$ cat config.mk
export PLATFORM = sky130hd
export DESIGN_NAME = wb_master_bridge
export DESIGN_NICKNAME = d
export VERILOG_FILES = /design/src/rtl/wb_pkg.sv /design/src/rtl/wb_timeout_cnt.sv /design/src/rtl/wb_master_bridge.sv
export SDC_FILE = /design/constraint.sdc
export NUM_CORES = 1
export LEC_CHECK = 0
export ABC_AREA = 1
export BUFFER_PORTS_ARGS = -buffer_cell sky130_fd_sc_hd__buf_2
export CORE_AREA = 2 2 141 143
export CTS_CLUSTER_SIZE = 20
export DETAILED_ROUTE_END_ITERATION = 12
export DIE_AREA = 0 0 143 145
export GPL_ROUTABILITY_DRIVEN = 0
export GPL_TIMING_DRIVEN = 0
export PLACE_DENSITY = 0.54
export SETUP_SLACK_MARGIN = 0.5
export SYNTH_ARGS = -nofsm -noshare
export SYNTH_HDL_FRONTEND = slang
export SYNTH_SLANG_ARGS = --single-unit
$ cat constraint.sdc
create_clock -name wb_clk_i -period 3.54 [get_ports wb_clk_i]
set_input_delay 0.531 -clock wb_clk_i [delete_from_list [all_inputs] [get_ports wb_clk_i]]
set_output_delay 0.531 -clock wb_clk_i [all_outputs]
set_load 0.1 [all_outputs]
$ cat src/rtl/wb_pkg.sv
// Shared types and constants for the Wishbone master bridge.
package wb_pkg;

  // Bridge FSM: idle, bus cycle in flight, response waiting for the client.
  typedef enum logic [1:0] {
    IDLE = 2'd0,
    BUS  = 2'd1,
    RESP = 2'd2
  } wb_mst_state_e;

  // Cycles of unanswered cyc/stb before the bridge forces an error.
  localparam int unsigned WB_TIMEOUT_DEFAULT = 255;

  // Number of byte lanes for a given data width.
  function automatic int unsigned wb_sel_w(input int unsigned dw);
    return dw / 8;
  endfunction

endpackage

$ cat src/rtl/wb_timeout_cnt.sv
// Bus-cycle watchdog: counts cycles while enabled, flags the last allowed one.
// Ports:
//   wb_clk_i, wb_rst_ni : clock, async active-low reset
//   clear               : restart the count at zero (wins over enable)
//   enable              : count this cycle
//   expired_c           : combinational, high when count == TIMEOUT-1 (never when TIMEOUT=0)
module wb_timeout_cnt
  import wb_pkg::*;
#(
  parameter int unsigned TIMEOUT = WB_TIMEOUT_DEFAULT
) (
  input  logic wb_clk_i,
  input  logic wb_rst_ni,
  input  logic clear,
  input  logic enable,
  output logic expired_c
);

  localparam int unsigned CW = (TIMEOUT == 0) ? 1 : $clog2(TIMEOUT + 1);
  localparam logic [CW-1:0] CNT_MAX = '1;

  logic [CW-1:0] cnt_q;

  // Saturating counter so a disabled timeout never wraps.
  always_ff @(posedge wb_clk_i or negedge wb_rst_ni) begin
    if (!wb_rst_ni) begin
      cnt_q <= '0;
    end else if (clear) begin
      cnt_q <= '0;
    end else if (enable && (cnt_q != CNT_MAX)) begin
      cnt_q <= cnt_q + CW'(1);
    end
  end

  generate
    if (TIMEOUT == 0) begin : g_no_timeout
      assign expired_c = 1'b0;
    end else begin : g_timeout
      assign expired_c = (cnt_q == CW'(TIMEOUT - 1));
    end
  endgenerate

endmodule

$ cat src/rtl/wb_master_bridge.sv
// Wishbone classic initiator: converts single valid/ready client requests
// into one Wishbone read/write cycle each and returns a valid/ready response.
// One transaction outstanding; all outputs registered.
// Ports:
//   wb_clk_i, wb_rst_ni              : clock, async active-low reset
//   req_valid_i/req_ready_o          : request handshake
//   req_we_i, req_adr_i, req_dat_i,
//   req_sel_i                        : request payload (sel==0 -> error, no bus cycle)
//   rsp_valid_o/rsp_ready_i          : response handshake
//   rsp_dat_o, rsp_err_o             : read data (0 on write/error), error flag
//   wb_cyc_o, wb_stb_o, wb_we_o,
//   wb_adr_o, wb_dat_o, wb_sel_o     : Wishbone initiator outputs
//   wb_dat_i, wb_ack_i, wb_err_i     : Wishbone read data and terminations
module wb_master_bridge
  import wb_pkg::*;
#(
  parameter int unsigned AW      = 32,
  parameter int unsigned DW      = 32,
  parameter int unsigned TIMEOUT = WB_TIMEOUT_DEFAULT
) (
  input  logic            wb_clk_i,
  input  logic            wb_rst_ni,
  input  logic            req_valid_i,
  output logic            req_ready_o,
  input  logic            req_we_i,
  input  logic [AW-1:0]   req_adr_i,
  input  logic [DW-1:0]   req_dat_i,
  input  logic [DW/8-1:0] req_sel_i,
  output logic            rsp_valid_o,
  input  logic            rsp_ready_i,
  output logic [DW-1:0]   rsp_dat_o,
  output logic            rsp_err_o,
  output logic            wb_cyc_o,
  output logic            wb_stb_o,
  output logic            wb_we_o,
  output logic [AW-1:0]   wb_adr_o,
  output logic [DW-1:0]   wb_dat_o,
  output logic [DW/8-1:0] wb_sel_o,
  input  logic [DW-1:0]   wb_dat_i,
  input  logic            wb_ack_i,
  input  logic            wb_err_i
);

  localparam int unsigned SEL_W = wb_sel_w(DW);

  wb_mst_state_e state_q, state_d;

  logic             ready_d;
  logic             cyc_d, stb_d, we_d;
  logic [AW-1:0]    adr_d;
  logic [DW-1:0]    dat_d;
  logic [SEL_W-1:0] sel_d;
  logic             rsp_valid_d, rsp_err_d;
  logic [DW-1:0]    rsp_dat_d;
  logic             cnt_clr, cnt_en, cnt_expired_c;

  wb_timeout_cnt #(
    .TIMEOUT (TIMEOUT)
  ) u_timeout_cnt (
    .wb_clk_i  (wb_clk_i),
    .wb_rst_ni (wb_rst_ni),
    .clear     (cnt_clr),
    .enable    (cnt_en),
    .expired_c (cnt_expired_c)
  );

  // State and output registers; reset drops any cycle in flight immediately.
  always_ff @(posedge wb_clk_i or negedge wb_rst_ni) begin
    if (!wb_rst_ni) begin
      state_q     <= IDLE;
      req_ready_o <= 1'b0;
      wb_cyc_o    <= 1'b0;
      wb_stb_o    <= 1'b0;
      wb_we_o     <= 1'b0;
      wb_adr_o    <= '0;
      wb_dat_o    <= '0;
      wb_sel_o    <= '0;
      rsp_valid_o <= 1'b0;
      rsp_err_o   <= 1'b0;
      rsp_dat_o   <= '0;
    end else begin
      state_q     <= state_d;
      req_ready_o <= ready_d;
      wb_cyc_o    <= cyc_d;
      wb_stb_o    <= stb_d;
      wb_we_o     <= we_d;
      wb_adr_o    <= adr_d;
      wb_dat_o    <= dat_d;
      wb_sel_o    <= sel_d;
      rsp_valid_o <= rsp_valid_d;
      rsp_err_o   <= rsp_err_d;
      rsp_dat_o   <= rsp_dat_d;
    end
  end

  // Next-state and next-output logic.
  always_comb begin
    state_d     = state_q;
    cyc_d       = wb_cyc_o;
    stb_d       = wb_stb_o;
    we_d        = wb_we_o;
    adr_d       = wb_adr_o;
    dat_d       = wb_dat_o;
    sel_d       = wb_sel_o;
    rsp_valid_d = rsp_valid_o;
    rsp_err_d   = rsp_err_o;
    rsp_dat_d   = rsp_dat_o;
    cnt_clr     = 1'b0;
    cnt_en      = 1'b0;

    unique case (state_q)
      IDLE: begin
        if (req_valid_i && req_ready_o) begin
          if (req_sel_i != '0) begin
            we_d    = req_we_i;
            adr_d   = req_adr_i;
            dat_d   = req_dat_i;
            sel_d   = req_sel_i;
            cyc_d   = 1'b1;
            stb_d   = 1'b1;
            cnt_clr = 1'b1;
            state_d = BUS;
          end else begin
            // No byte lanes enabled: answer with an error without touching the bus.
            rsp_valid_d = 1'b1;
            rsp_err_d   = 1'b1;
            rsp_dat_d   = '0;
            state_d     = RESP;
          end
        end
      end

      BUS: begin
        cnt_en = 1'b1;
        if (wb_cyc_o && wb_stb_o) begin
          // err has priority over a simultaneous ack.
          if (wb_err_i || wb_ack_i || cnt_expired_c) begin
            cyc_d       = 1'b0;
            stb_d       = 1'b0;
            rsp_valid_d = 1'b1;
            state_d     = RESP;
            if (wb_err_i || !wb_ack_i) begin
              rsp_err_d = 1'b1;
              rsp_dat_d = '0;
            end else begin
              rsp_err_d = 1'b0;
              rsp_dat_d = wb_we_o ? '0 : wb_dat_i;
            end
          end
        end
      end

      RESP: begin
        if (rsp_ready_i) begin
          rsp_valid_d = 1'b0;
          rsp_err_d   = 1'b0;
          rsp_dat_d   = '0;
          state_d     = IDLE;
        end
      end

      default: begin
        state_d = IDLE;
      end
    endcase

    ready_d = (state_d == IDLE);
  end

endmodule
==> run_results.csv <==
group,metric,value,unit
critical_path,critical_path_arrival,1.41,ns
global_route,grt_first_pass_wirelength,23.7,mm
detailed_routing,totalWireLength,14.3,mm
cts,htree_num_levels,4,
cts,tritoncts,"built",
timing,fin_setup_tns,0,ns
timing,worst_pin_slew,0.557,ns
cts,count_of_hold_fix_buffers_inserted_at_cts,0,
synthesis,synth_warnings,0,
critical_path,cp-end-kind,"output pin",
final_layout,post_layout_nets,965,
floorplan,die_h,145,µm
timing,setup_viol_count_final,0,
timing,post-route-min-period,1.94,ns
critical_path,r2r_slack,1.77,ns
detailed_routing,remaining_drc_errors,0,
global_route,first_global_vias,4683,
global_route,global_route_total_usage_across_every_layer,14.2,%
timing,finalHoldViolCount,0,
global_route,grt.overflow.total,0,
synthesis,post-synth-top-count-cell,"sky130_fd_sc_hd__nand2_1",
critical_path,startpoint_type,"flop",
synthesis,post_synth_inst_count,624,
timing,finClkSkew,0.00814,ns
synthesis,synth.top_cell.area_share,56.6,%
floorplan,start_util,26.5,%
synthesis,post_synth_main_area_contributors,"sky130_fd_sc_hd__dfrtp_1 57%, sky130_fd_sc_hd__nand2_1 22%, sky130_fd_sc_hd__nand3_1 4.7%",
floorplan,die_area,20700,µm²
synthesis,synthesis.area_per_instance,8.15,µm²
synthesis,seq_area_frac_synth,56.6,%
synthesis,postSynthNetCount,733,
critical_path,regToRegStartpoint,"state_q[0]",
detailed_routing,drt_first_pass_iters,4,
cts,clock_sink_count,115,
critical_path,timing.critical_path.required,3.01,ns
timing,layout_worst_path_cycle_share,54.7,%
critical_path,crit-reg2reg-capture,"wb_dat_o[7]",
placement,port-buffer-count,212,
placement,placed_cells_incl_taps,1102,
placement,hpwlAfterDp,10.1,mm
timing,max_clock_freq,516,MHz
cts,insertion_delay,0.40,ns
critical_path,worstSetupEndpoint,"wb_stb_o",
critical_path,critPathLaunch,"wb_stb_o",
floorplan,ios,213,
final_layout,post_layout_nonfiller_instances,1134,
worst_hold_path,worst_min_delay_path_class,"in2async",
timing,timing_max_transition_violations_final,0,
critical_path,critical_path_peak_fanout,5,
timing,unrepaired_setup_endpoints_after_global_routing,"false",
status,outcome,"finished, final reports clean",
cts,cts_post_setup_buffers_inserted,0,
synthesis,ys_ff_latch,115,
detailed_routing,drt_iter0_drc,238,
cts,clk_path_buf_depth,2,
detailed_routing,routed_via_density,4.20,
synthesis,synth_area_leader_cell,"sky130_fd_sc_hd__dfrtp_1",
global_route,grt_start_max_net_pins,61,
cts,cts_inserted_buffers,17,
global_route,grt_antenna_before_repair,0,
final_layout,antenna-diode-count,0,
synthesis,number_of_flops_mapped_to_enable_cells_by_yosys,0,
flow_run,drv_cap,0,
synthesis,synth_commonest_cells,"299 x sky130_fd_sc_hd__nand2_1, 115 x sky130_fd_sc_hd__dfrtp_1, 48 x sky130_fd_sc_hd__nand3_1",
floorplan,die_w,143,µm
final_layout,flow.area_growth_from_synthesis,40.7,%
synthesis,netlist_area,5090,µm²
synthesis,dominantRegCellSynth,"sky130_fd_sc_hd__dfrtp_1",
critical_path,worst-setup-path-type,"reg2out",
synthesis,synth_cell_type_count,21,
final_layout,n_fill_cell,2040,
cts,clock_tree.root_cell,"sky130_fd_sc_hd__clkbuf_16",
detailed_routing,routedWlPerCell,12.6,µm
synthesis,ys_async_sr_fraction,100,%
floorplan,placement_rows,51,
detailed_routing,detail-route-antenna-nets,0,
cts,clk_pin_slew_worst_paths,0.06,ns
timing,max-slew-margin-rel,62.9,%
floorplan,placeableCoreArea,19200,µm²
cts,post_cts_sizing,0,
critical_path,worst-r2r-cell-count,7,
final_layout,post_route_cells_drive_above_1_share,32.8,%
detailed_routing,vias,4768,
placed cells by master (no fill, tap or decap), types with 3 or more instances in the layout:
cell	netlist	final
sky130_fd_sc_hd__buf_6	3	4
sky130_fd_sc_hd__o21ai_1	3	3
sky130_fd_sc_hd__o21ai_0	5	5
sky130_fd_sc_hd__buf_2	28	239
sky130_fd_sc_hd__nand4_1	36	36
sky130_fd_sc_hd__clkinvlp_4	0	4
sky130_fd_sc_hd__xor2_1	3	3
sky130_fd_sc_hd__nor2_1	45	45
sky130_fd_sc_hd__clkbuf_8	0	3
sky130_fd_sc_hd__dfrtp_1	115	115
sky130_fd_sc_hd__nand3_1	48	48
sky130_fd_sc_hd__inv_1	18	18
sky130_fd_sc_hd__clkbuf_1	7	7
sky130_fd_sc_hd__bufinv_16	0	4
sky130_fd_sc_hd__clkbuf_16	0	17
sky130_fd_sc_hd__nand2_1	299	299
state kept, by name, indices dropped and copies added (netlist names):
register and flops:
req_ready_o 1, rsp_err_o 1, rsp_valid_o 1, state_q 2, wb_stb_o 1, rsp_dat_o 32, wb_we_o 1, wb_sel_o 4
wb_adr_o 32, u_timeout_cnt.cnt_q 8, wb_dat_o 32
logic make-up (layout without fill, tap and decap cells):
group	after synthesis	count (layout)	share of synthesized area (%)
AOI/OAI and AO/OA	8	8	0.787
xor gates and xnor gates	3	3	0.517
adders and majority gates	2	2	0.492
buffers and inverters	59	304	5.56
and+or+nand+nor	437	437	36.1
DFF	115	115	56.6
per-stage QoR:
stage	worst slack (ns)	area [µm²]	util [%]	hold slack [ns]
floorplan	1.48	5090	-	0.235
global placement	0.265	6480	33.7	0.450
detailed placement	1.52	6510	33.9	0.453
CTS	1.57	7160	37.3	0.0880
global route	1.53	7160	37.3	0.106
finish	1.60	7160	37.3	0.0716
how the worst min path moves through the flow:
stage	startpoint	end	slack (ns)	depth (start not counted)
finish	wb_rst_ni	wb_adr_o[30]	0.07	1
detailed placement	wb_dat_o[26]	wb_dat_o[26]	0.45	2
CTS	wb_rst_ni	wb_dat_o[0]	0.09	1
floorplan	wb_rst_ni	req_ready_o	0.24	0
global route	wb_rst_ni	wb_dat_o[0]	0.11	1
global placement	rsp_dat_o[18]	rsp_dat_o[18]	0.45	2
critical path, stage by stage, from the launching register on:
cell	delay (ns)
sky130_fd_sc_hd__dfrtp_1	0.46
sky130_fd_sc_hd__buf_4	0.14
sky130_fd_sc_hd__buf_2	0.41
layer usage:
metal	GRT usage (%)	vias up	share of wire, %
li1	-	2435	-
met5	0	-	0
met2	21.3	148	45
met3	4.75	7	7.8
met1	19.5	2178	47
met4	3.81	0	0.87
final cells by class:
type | instances | area, µm² | share of cell area, %
clock inverters | 12 | 178 | 2.48
multi-input cells | 450 | 1930 | 26.9
inverters | 20 | 75.1 | 1.05
repair buffers | 213 | 1090 | 15.3
clock buffers | 20 | 467 | 6.52
plain buffers | 39 | 208 | 2.90
well taps | 265 | 332 | 4.63
flip-flops and latches | 115 | 2880 | 40.2
Power is not shown: default switching activity piles up to over one toggle a cycle in this logic, so the estimate is an artifact.
